**src/rtl/neuron_mac_stream.sv**
```systemverilog
// neuron_mac_stream
//   Signed fixed-point multiply-accumulate for one neuron output. It accepts
//   N_INPUTS (value, weight) pairs over a valid/ready handshake and adds a bias
//   that is captured on the first beat. The sum is rescaled by FRAC_W and
//   saturated to DATA_W, with optional ReLU. The unit then holds the result on
//   a valid/ready output and restarts for the next neuron once it is taken.
//
// Ports
//   clk        rising-edge clock
//   reset      asynchronous, active-low reset
//   clear      synchronous abort: drop the partial neuron and return to ACCUM
//   in_valid   value/weight/bias valid
//   in_ready   unit can accept a pair this cycle
//   value      signed activation (DATA_W)
//   weight     signed weight (DATA_W)
//   bias       signed bias, sampled only on the first accepted beat
//   out_valid  result valid, held until out_ready
//   out_ready  downstream accepts the result
//   out        saturated, rescaled result (DATA_W)
//   overflow   result was saturated; meaningful only while out_valid=1
module neuron_mac_stream #(
    parameter int DATA_W   = 16,
    parameter int FRAC_W   = 8,
    parameter int N_INPUTS = 16,
    parameter int ACC_W    = 40,
    parameter int RELU_EN  = 1
) (
    input  logic                     clk,
    input  logic                     reset,
    input  logic                     clear,
    input  logic                     in_valid,
    output logic                     in_ready,
    input  logic signed [DATA_W-1:0] value,
    input  logic signed [DATA_W-1:0] weight,
    input  logic signed [DATA_W-1:0] bias,
    output logic                     out_valid,
    input  logic                     out_ready,
    output logic signed [DATA_W-1:0] out,
    output logic                     overflow
);

    localparam int CNT_W = $clog2(N_INPUTS + 1);
    localparam logic [CNT_W-1:0] LAST_BEAT = CNT_W'(N_INPUTS - 1);

    typedef enum logic [1:0] {ACCUM, DRAIN, RESULT} state_t;

    state_t                     state;
    logic [CNT_W-1:0]           count;
    logic [1:0]                 drain_cnt;
    logic                       accept;

    logic signed [2*DATA_W-1:0] mult_p0;
    logic signed [2*DATA_W-1:0] prod_p1;
    logic                       vld_p1;
    logic                       first_p1;
    logic signed [DATA_W-1:0]   bias_p1;
    logic signed [ACC_W-1:0]    acc_p2;
    logic signed [ACC_W-1:0]    prod_ext;
    logic signed [ACC_W-1:0]    bias_ext;
    logic [DATA_W:0]            sat_res;

    // Rescale, saturate, then apply ReLU. Returns {overflow, result}.
    // ReLU runs last, so a negative saturation reports 0 without overflow.
    function automatic logic [DATA_W:0] saturate(input logic signed [ACC_W-1:0] a);
        logic signed [ACC_W-1:0] r;
        logic [ACC_W-DATA_W:0]   hi;
        logic [DATA_W-1:0]       res;
        logic                    ovf;
        r  = a >>> FRAC_W;
        hi = r[ACC_W-1:DATA_W-1];
        // The value fits when every bit from the DATA_W sign bit upward agrees.
        if (hi == '0 || hi == '1) begin
            res = r[DATA_W-1:0];
            ovf = 1'b0;
        end else if (r[ACC_W-1]) begin
            res = {1'b1, {(DATA_W-1){1'b0}}};
            ovf = 1'b1;
        end else begin
            res = {1'b0, {(DATA_W-1){1'b1}}};
            ovf = 1'b1;
        end
        if (RELU_EN != 0 && res[DATA_W-1]) begin
            res = '0;
            ovf = 1'b0;
        end
        return {ovf, res};
    endfunction

    // A beat is refused during clear and while reset is held.
    assign in_ready = reset & ~clear & (state == ACCUM);
    assign accept   = in_valid & in_ready;

    always_comb begin
        mult_p0  = (2*DATA_W)'(value) * (2*DATA_W)'(weight);
        prod_ext = ACC_W'(prod_p1);
        bias_ext = ACC_W'(bias_p1) <<< FRAC_W;
        sat_res  = saturate(acc_p2);
    end

    // Stage 0 -> 1: register the product of the accepted beat.
    // Stage 1 -> 2: reload on the first beat of a neuron, otherwise accumulate.
    always_ff @(posedge clk or negedge reset) begin
        if (!reset) begin
            vld_p1   <= 1'b0;
            first_p1 <= 1'b0;
            prod_p1  <= '0;
            bias_p1  <= '0;
            acc_p2   <= '0;
        end else begin
            vld_p1 <= accept;
            if (accept) begin
                prod_p1  <= mult_p0;
                first_p1 <= (count == '0);
                if (count == '0)
                    bias_p1 <= bias;
            end
            if (vld_p1)
                acc_p2 <= first_p1 ? (bias_ext + prod_ext) : (acc_p2 + prod_ext);
        end
    end

    // Control FSM. DRAIN lets the last product clear both stages before the
    // result is registered, giving out_valid three edges after the last beat.
    always_ff @(posedge clk or negedge reset) begin
        if (!reset) begin
            state     <= ACCUM;
            count     <= '0;
            drain_cnt <= '0;
            out_valid <= 1'b0;
            out       <= '0;
            overflow  <= 1'b0;
        end else if (clear) begin
            state     <= ACCUM;
            count     <= '0;
            drain_cnt <= '0;
            out_valid <= 1'b0;
        end else begin
            case (state)
                ACCUM: begin
                    if (accept) begin
                        count <= count + CNT_W'(1);
                        if (count == LAST_BEAT) begin
                            state     <= DRAIN;
                            drain_cnt <= '0;
                        end
                    end
                end
                DRAIN: begin
                    if (drain_cnt == 2'd2) begin
                        state     <= RESULT;
                        out_valid <= 1'b1;
                        out       <= sat_res[DATA_W-1:0];
                        overflow  <= sat_res[DATA_W];
                    end else begin
                        drain_cnt <= drain_cnt + 2'd1;
                    end
                end
                RESULT: begin
                    if (out_ready) begin
                        state     <= ACCUM;
                        out_valid <= 1'b0;
                        count     <= '0;
                    end
                end
                default: state <= ACCUM;
            endcase
        end
    end

endmodule

```
**config.mk**
```make
export PLATFORM = sky130hd
export DESIGN_NAME = neuron_mac_stream
export DESIGN_NICKNAME = d
export VERILOG_FILES = /design/src/rtl/neuron_mac_stream.sv
export SDC_FILE = /design/constraint.sdc
export NUM_CORES = 1
export LEC_CHECK = 0
export ABC_AREA = 1
export CAP_MARGIN = 5
export CORE_MARGIN = 4
export CORE_UTILIZATION = 53
export CTS_CLUSTER_SIZE = 28
export DETAILED_ROUTE_END_ITERATION = 6
export DONT_BUFFER_PORTS = 1
export PLACE_DENSITY = 0.7
export SYNTH_ARGS = -nofsm -noshare
export SYNTH_HDL_FRONTEND = slang
export SYNTH_SLANG_ARGS = --single-unit
export TNS_END_PERCENT = 1
```
**constraint.sdc**
```tcl
create_clock -name clk -period 3.7 [get_ports clk]
set_input_delay 0.37 -clock clk [delete_from_list [all_inputs] [get_ports clk]]
set_output_delay 0.37 -clock clk [all_outputs]
set_load 0.02 [all_outputs]
```
==> results of run 1 <==
layer usage:
layer | share of wire | routed length, um
met4 | 0.025 | 1580
met5 | 0 | 0
met1 | 0.45 | 27900
met2 | 0.45 | 28200
met3 | 0.074 | 4640
Yosys cell counts (all sizes together):
| cell type | number |
|---|---|
| a21o | 6 |
| ha | 149 |
| nand4 | 33 |
| nor2 | 183 |
| o21bai | 10 |
| o21ai | 75 |
| a211oi | 2 |
| buf | 15 |
| clkbuf | 72 |
| dfrtp | 116 |
| a31oi | 9 |
| a31o | 1 |
| nand3 | 143 |
| or2 | 14 |
| nor3b | 1 |
| and3 | 1 |
| nor3 | 24 |
| xnor2 | 15 |
| and2 | 2 |
| fa | 264 |
| xor2 | 19 |
| conb | 1 |
| a21oi | 114 |
| o21a | 3 |
| o31ai | 1 |
| nor4 | 4 |
| nand3b | 11 |
| inv | 683 |
| nand2 | 952 |
| o211ai | 5 |
| clkinv | 2 |
| o22ai | 2 |
sequential cells by signal (all words and copies together), names as in the netlist:
name       cells
state          2
acc_p2        40
prod_p1       32
first_p1       1
bias_p1       16
out_valid      1
drain_cnt      2
out           15
overflow       1
count          5
vld_p1         1
layout make-up:
| class | count | area (um2) | share of cell area |
|---|---|---|---|
| multi-input combinational | 2044 | 15000 | 0.661 |
| sequential | 116 | 2900 | 0.128 |
| inverter | 685 | 2580 | 0.114 |
| timing repair buffer | 123 | 986 | 0.0434 |
| tap | 511 | 639 | 0.0282 |
| clock buffer | 17 | 425 | 0.0187 |
| clock inverter | 15 | 170 | 0.00750 |
| antenna | 1 | 2.50 | 0.000110 |
worst max-delay path by stage:
stage,endpoint,cells after the start
after floorplan,prod_p1[31],23
after global placement,prod_p1[29],20
after detailed placement,prod_p1[31],22
after CTS,prod_p1[31],23
after global routing,prod_p1[31],23
final,prod_p1[30],21
cell families after synthesis:
kind of cell | after synthesis | share of synthesized area
XOR/XNOR | 34 | 0.0147
buffers and inverters | 772 | 0.144
other | 1 | 0.000185
adder cells (fa/ha/maj) | 413 | 0.353
AND/OR/NAND/NOR | 1368 | 0.281
AO/OA/AOI/OAI | 228 | 0.0627
flip-flops | 116 | 0.143
repair_timing:
item | 4_1_cts | 5_1_grt
gates cloned | 0 | 0
endpoints found under the setup margin | 24 | 25
setup buffers | 7 | 3
pin swaps | 29 | 26
resized for setup | 33 | 71
hold buffers | 2 | 0
hold endpoints to repair | 116 | 0
critical path, delay by kind of cell:
kind            cells  cell delay [ns]
simple gates        4             0.37
compound gates      4             0.62
fa+ha+maj           7             3.22
buf+inv             6             0.70
through the flow:
stage,std cells,setup slack (ns),utilization,instance area (um2)
6_report,3512,-1.24,0.603,22700
4_1_cts,3508,-1.15,0.594,22400
5_1_grt,3511,-1.40,0.602,22700
2_1_floorplan,2932,-1.40,-,20700
3_3_place_gp,3467,-1.75,0.573,21600
3_5_place_dp,3467,-1.79,0.573,21600
==> key figures, run 1 <==
STA
  • Period minus WS final: 4.94 ns
  • Fmax: 202 MHz
  • Final Cycle Share: 1.33
  • Min Hold Slack: 0.0513 ns
  • Actual slew at the worst max-slew pin: 0.771 ns
  • Rel. slew slack: 0.486
  • Final Hold Viols: 0
  • Fin. max-slew vios: 0
  • Crit path setup slack, layout: -1.24 ns
  • Clock Skew: 0.0103 ns
  • RSZ-0062 raised after global routing: yes
  • Final Setup Violations: 24
  • Total Neg Setup Slack: -21.48 ns

Worst setup path
  • Worst path required time: 4.03 ns
  • Sequence of cells on the critical path: clkinvlp_4 -> buf_4 -> buf_4 -> nor2_2 -> fa_1 -> fa_1 -> fa_1 -> inv_1 -> fa_1 -> fa_1 -> fa_1 -> inv_2 -> ha_4 -> buf_4 -> a21o_1 -> a31oi_1 -> o21ai_1 -> a21oi_1 -> nand3b_1 -> nand3_1 -> nand2_1
  • Crit-path slowest cell: fa_1
  • Worst flop-to-flop path startpoint: prod_p1[8]
  • Startpoint types: input port
  • CP Launch Point: weight[15]
  • Crit end category: register
  • Worst flop-to-flop path endpoint: acc_p2[37]
  • Max FO, Critical Path: 6
  • Critical Path Max Stage Delay: 0.52 ns
  • R2R cell count: 13
  • Most frequent CP cell: fa_1
  • FF-to-FF setup slack: 0.90 ns
  • Crit Path Category: in2reg
  • Worst EP arrival: 5.26 ns

Detailed routing
  • DR pass1 iterations: 7
  • Total Wirelength: 62.4 mm
  • Vias/cell: 5.29
  • Post-DRT Antenna Nets: 0
  • 1st-iter DRT viols: 1448
  • DR DRC count: 7
  • Routed WL per cell: 17.8 um
  • Via count: 18600

Die
  • Std-Cell Rows: 71
  • Total Die Area: 0.0414 mm2
  • Die Height: 203 um
  • Die W: 203 um
  • Initial Utilization: 0.537
  • CORE AREA: 0.0377 mm2
  • Num ports: 72

CTS
  • Clk pin slew, worst setup/hold paths: 0.06 ns
  • CTS max path bufs: 2
  • Clock root cell: clkbuf_16
  • TritonCTS clock tree: built
  • H-Tree Depth: 4
  • Worst skew pair latency: 0.43 ns
  • CTS sink cnt: 116
  • CTS buffer count: 17

Hold path
  • Hold Crit Start: bias[5]
  • HP Class: in2reg
  • Hold EP: bias_p1[5]
  • Hold Path Stages: 2

Layout
  • Synth-to-Final Area Change: 12.1%
  • Fillers: 3597
  • Layout cells sized above 1: 0.111
  • Final #Nets: 3453
  • Most frequent cells in the layout: nand2_1 (912), inv_1 (659), fa_1 (258)
  • Most common cell after layout, fill and taps aside: nand2_1

Synth
  • Synth Area per Inst: 6.90 um2
  • Post-Syn Instances: 2932
  • Post-synthesis sequential area ratio: 0.143
  • Post-Syn Area: 0.0202 mm2
  • Largest cells by area after synthesis: fa_1 (26%), nand2_1 (17%), dfrtp_1 (14%)
  • Syn nets: 3398
  • Distinct cell type count after synthesis: 51
  • Yosys reg bits: 116
  • Post-synth top area cell: fa_1
  • Top-area cell type share of the netlist area: 0.261
  • Ys Warns: 0

Global route
  • Global-route track usage on met2: 0.491
  • Total global-route track usage: 0.311
  • Met3 GRT Util: 0.0496
  • GRT overflow: 0
  • First-pass GRT wire length: 101 mm
  • Initial antenna violation count: 0
  • Largest net degree at the start of global routing: 117
  • GRT busiest layer: met2
  • Vias in the first global route: 19000
  • Grt met1 use: 0.454

Placed design
  • Dpl hpwl: 51.4 mm
  • Final GP Congestion: 0.959
  • Port bufs: 0

Run status
  • Outcome: finished, violations left
  • Violated checks: DRC, setup timing

Flow run
  • Max cap viols: 0
Power of run 1 is not shown: default switching activity piles up to over one toggle a cycle in this logic, so the estimate is an artifact.
==> run 2: changes to the inputs <==
- MAX_ROUTING_LAYER: unset -> met4
- PLACE_DENSITY: 0.7 -> unset
- PLACE_DENSITY_LB_ADDON: unset -> 0.2
==> key figures, run 2 (synthesized netlist as in run 1, its figures left out) <==
STA
  • Rel. slew slack: 0.457
  • Crit path setup slack, layout: -1.16 ns
  • Fin. max-slew vios: 0
  • Final Hold Viols: 0
  • Total Neg Setup Slack: -21.95 ns
  • RSZ-0062 raised after global routing: yes
  • Fmax: 206 MHz
  • Period minus WS final: 4.86 ns
  • Clock Skew: 0.00979 ns
  • Actual slew at the worst max-slew pin: 0.814 ns
  • Min Hold Slack: 0.0388 ns
  • Final Setup Violations: 24
  • Final Cycle Share: 1.31

Hold path
  • Hold Path Stages: 2
  • HP Class: in2reg
  • Hold Crit Start: bias[12]
  • Hold EP: bias_p1[12]

CTS
  • Worst skew pair latency: 0.45 ns
  • CTS max path bufs: 2
  • H-Tree Depth: 4
  • CTS buffer count: 17
  • CTS sink cnt: 116
  • Clock root cell: clkbuf_16
  • Clk pin slew, worst setup/hold paths: 0.06 ns
  • TritonCTS clock tree: built

Global route
  • First-pass GRT wire length: 103 mm
  • Vias in the first global route: 18800
  • Grt met1 use: 0.467
  • GRT overflow: 0
  • Total global-route track usage: 0.328
  • Global-route track usage on met2: 0.507
  • Largest net degree at the start of global routing: 117
  • GRT busiest layer: met2
  • Initial antenna violation count: 0
  • Met3 GRT Util: 0.0463

Layout
  • Layout cells sized above 1: 0.103
  • Most frequent cells in the layout: nand2_1 (916), inv_1 (663), fa_1 (258)
  • Most common cell after layout, fill and taps aside: nand2_1
  • Fillers: 3635
  • Reg with most FFs: acc_p2
  • Final #Nets: 3445
  • Largest regs: acc_p2: 40 flops, prod_p1: 32 flops, bias_p1: 16 flops
  • Design area: 0.0225 mm2
  • Max reg flops: 40
  • Reg area: 0.00290 mm2
  • Number of diodes: 0
  • Synth-to-Final Area Change: 11.2%
  • Multi-input gate area: 0.0148 mm2

Worst setup path
  • Worst path required time: 4.04 ns
  • CP delay by family, top: adder cells
  • Critical Path Max Stage Delay: 0.54 ns
  • Crit end category: register
  • Worst flop-to-flop path startpoint: prod_p1[0]
  • Crit-path slowest cell: fa_1
  • Worst EP arrival: 5.20 ns
  • R2R cell count: 17
  • FF-to-FF setup slack: 0.79 ns
  • Worst flop-to-flop path endpoint: acc_p2[26]
  • Sequence of cells on the critical path: clkinvlp_4 -> or2_2 -> fa_1 -> fa_1 -> inv_1 -> fa_1 -> inv_1 -> fa_1 -> inv_1 -> fa_1 -> fa_1 -> ha_4 -> buf_4 -> a21oi_1 -> o21ai_0 -> a21oi_1 -> o211ai_1 -> inv_1 -> nand2_1 -> nand3_1 -> nand2_1
  • Buf/Inv on CP: 6
  • Max FO, Critical Path: 5
  • Crit Path Category: in2reg
  • Startpoint types: input port
  • Most frequent CP cell: fa_1
  • CP Launch Point: weight[15]

Flow run
  • Max cap viols: 0

Die
  • Die Height: 203 um
  • Std-Cell Rows: 71
  • CORE AREA: 0.0377 mm2
  • Die W: 203 um
  • Total Die Area: 0.0414 mm2
  • Initial Utilization: 0.537
  • Num ports: 72

Run status
  • Outcome: finished, violations left
  • Violated checks: setup timing

Detailed routing
  • Total Wirelength: 63.4 mm
  • DR DRC count: 0
  • Post-DRT Antenna Nets: 0
  • DR pass1 iterations: 6
  • Via count: 18500
  • Routed WL per cell: 18.1 um
  • 1st-iter DRT viols: 1489
  • Vias/cell: 5.29

Placed design
  • Placed inst area: 0.0216 mm2
  • Final GP Congestion: 0.971
  • Port bufs: 0
  • Post-Place Worst Slack: -1.83 ns
  • Dpl hpwl: 52.5 mm
==> run 2: area by class of cell <==
type | instances | share of cell area
clock buffers | 18 | 0.0195
clock inverters | 14 | 0.00740
multi-input cells | 2044 | 0.659
repair buffers | 115 | 0.0418
inverters | 685 | 0.114
well taps | 511 | 0.0284
flip-flops and latches | 116 | 0.129
==> run 2: worst register-to-register path: cells and delay by family (launching register included) <==
kind                     cells  cell delay (ns)
flip-flops                   1             0.38
adder cells (fa/ha/maj)      2             0.75
AND/OR/NAND/NOR             13             1.30
buffers and inverters        2             0.36
==> run 2: metrics by stage <==
step | std cells | utilization
5_1_grt | 3503 | 0.597
2_1_floorplan | 2932 | -
6_report | 3503 | 0.597
4_1_cts | 3501 | 0.593
3_3_place_gp | 3465 | 0.573
3_5_place_dp | 3465 | 0.573
==> run 2: worst max-delay path by stage <==
stage	to	slack [ns]	cells past startpoint
after floorplan	prod_p1[31]	-1.40	23
after global routing	prod_p1[31]	-1.39	22
after global placement	prod_p1[29]	-1.79	22
final	prod_p1[31]	-1.16	21
after CTS	prod_p1[31]	-1.11	22
after detailed placement	prod_p1[29]	-1.83	22
==> run 2: routing by layer <==
layer / part of all wire / vias up / wire [um]
met5: 0 / - / 0
met4: 0.021 / 0 / 1300
met1: 0.45 / 8915 / 28500
met2: 0.46 / 666 / 28900
li1: - / 8863 / -
met3: 0.075 / 94 / 4720
==> run 2: timing repair <==
item / 4_1_cts / 5_1_grt
hold endpoints to repair: 116 / 0
gates resized for setup: 26 / 46
gates cloned: 0 / 0
pin swaps: 11 / 6
buffers inserted: 2 / 2
setup endpoints to repair: 24 / 25
hold buffers: 2 / 0
Power of run 2 is left out for the same reason.
==> run 3: changes to the inputs <==
- CAP_MARGIN: 5 -> unset
- GPL_TIMING_DRIVEN: unset -> 0
==> key figures, run 3 (synthesized netlist as in run 1, its figures left out) <==
Placed design
  • Port bufs: 0
  • Placed cells: 3443
  • Final GP Congestion: 0.998
  • Dpl hpwl: 56.4 mm
  • Placed inst area: 0.0213 mm2

Layout
  • Core Util, Final: 0.623
  • Max reg flops: 40
  • Reg area: 0.00290 mm2
  • Multi-input gate area: 0.0152 mm2
  • Final #Nets: 3471
  • Non-filler cells, final: 3531
  • Design area: 0.0234 mm2
  • Synth-to-Final Area Change: 15.8%
  • Most frequent cells in the layout: nand2_1 (905), inv_1 (651), fa_1 (251)
  • Largest regs: acc_p2: 40 flops, prod_p1: 32 flops, bias_p1: 16 flops
  • Fillers: 3470
  • Layout cells sized above 1: 0.124
  • Reg with most FFs: acc_p2
  • Most common cell after layout, fill and taps aside: nand2_1

CTS
  • CTS buffer count: 17
  • Clk pin slew, worst setup/hold paths: 0.06 ns
  • Clock root cell: clkbuf_16
  • TritonCTS clock tree: built
  • CTS max path bufs: 2
  • H-Tree Depth: 4
  • Worst skew pair latency: 0.45 ns
  • CTS sink cnt: 116

Detailed routing
  • Routed WL per cell: 19.6 um
  • 1st-iter DRT viols: 1484
  • Via count: 19100
  • Post-DRT Antenna Nets: 0
  • DR pass1 iterations: 5
  • Total Wirelength: 69.4 mm
  • Vias/cell: 5.40
  • DR DRC count: 0

STA
  • Final Setup Violations: 25
  • Fmax: 196 MHz
  • Fin. max-slew vios: 0
  • Final Cycle Share: 1.38
  • Rel. slew slack: 0.455
  • RSZ-0062 raised after global routing: yes
  • Crit path setup slack, layout: -1.41 ns
  • Total Neg Setup Slack: -28.77 ns
  • Period minus WS final: 5.11 ns
  • Actual slew at the worst max-slew pin: 0.818 ns
  • Clock Skew: 0.0149 ns
  • Final Hold Viols: 0

Worst setup path
  • Max FO, Critical Path: 7
  • Crit Path Category: in2reg
  • Crit-path slowest cell: fa_1
  • Buf/Inv on CP: 9
  • CP delay by family, top: adder cells
  • Startpoint types: input port
  • Worst path required time: 4.04 ns
  • Worst EP arrival: 5.45 ns
  • Critical Path Max Stage Delay: 0.54 ns
  • Crit end category: register
  • Sequence of cells on the critical path: clkbuf_16 -> clkbuf_16 -> buf_4 -> nand2_1 -> inv_1 -> fa_1 -> inv_1 -> fa_2 -> fa_1 -> fa_1 -> inv_1 -> fa_1 -> inv_1 -> fa_1 -> inv_2 -> ha_4 -> a21o_4 -> a21oi_4 -> nand3_4 -> inv_2 -> o21ai_2 -> or2_1 -> nand3_2 -> nand2_1
  • Most frequent CP cell: fa_1

Die
  • Num ports: 72
  • Die Height: 203 um
  • Total Die Area: 0.0414 mm2
  • Initial Utilization: 0.537
  • Std-Cell Rows: 71
  • Die W: 203 um
  • CORE AREA: 0.0377 mm2

Global route
  • Largest net degree at the start of global routing: 117
  • Vias in the first global route: 19500
  • Total global-route track usage: 0.352
  • Initial antenna violation count: 2
  • First-pass GRT wire length: 108 mm
  • GRT overflow: 0

Hold path
  • HP Class: in2reg

Run status
  • Outcome: finished, violations left
  • Violated checks: setup timing

Flow run
  • Max cap viols: 0
[run 3: worst reg2reg max path: stages, from the launching register on]
cell	delay (ns)
dfrtp_1	0.46
ha_1	0.36
inv_1	0.09
fa_1	0.36
inv_1	0.17
nand3_1	0.09
nand2_1	0.15
nand2_1	0.08
nand2_2	0.12
nand2_1	0.07
nand4_1	0.08
nand2_1	0.10
a21oi_4	0.41
a21oi_1	0.15
[run 3: routing by layer]
metal  part of all wire  track usage
met1               0.44        0.498
met2               0.44        0.520
met3              0.099       0.0854
met4              0.022       0.0821
met5                  0            -
[run 3: final timing paths]
path	from	to	slack (ns)	cells after the start
max in group asynchronous	reset	count[3]	2.64	2
max	weight[5]	prod_p1[17]	-1.41	24
max reg2reg	prod_p1[8]	acc_p2[38]	0.85	13
min in group asynchronous	reset	acc_p2[32]	0.50	2
min reg2reg	bias_p1[4]	bias_p1[4]	0.48	2
min	bias[9]	bias_p1[9]	0.04	2
[run 3: final cells by class]
cell class	count	share of cell area
Antenna cell	2	0.000213
Buffer	87	0.0470
Clock buffer	18	0.0187
Clock inverter	14	0.00710
Inverter	685	0.110
Multi-Input combinational cell	2044	0.647
Sequential cell	116	0.124
Tap cell	511	0.0273
Timing Repair Buffer	54	0.0193
[run 3: stage by stage]
stage	setup WS, ns	hold WS (ns)
final	-1.41	0.0428
after global placement	-2.35	0.0787
after CTS	-1.34	0.0356
after detailed placement	-2.34	0.0785
after global routing	-1.58	0.0386
after floorplan	-1.40	0.0744
[run 3: what timing repair did]
action | CTS | global route
gates resized for setup | 156 | 86
buffers inserted | 23 | 28
endpoints found under the hold margin | 116 | 0
endpoints found under the setup margin | 27 | 26
gates cloned | 0 | 1
pin swaps | 37 | 63
hold buffers | 2 | 0
Power of run 3 is left out for the same reason.
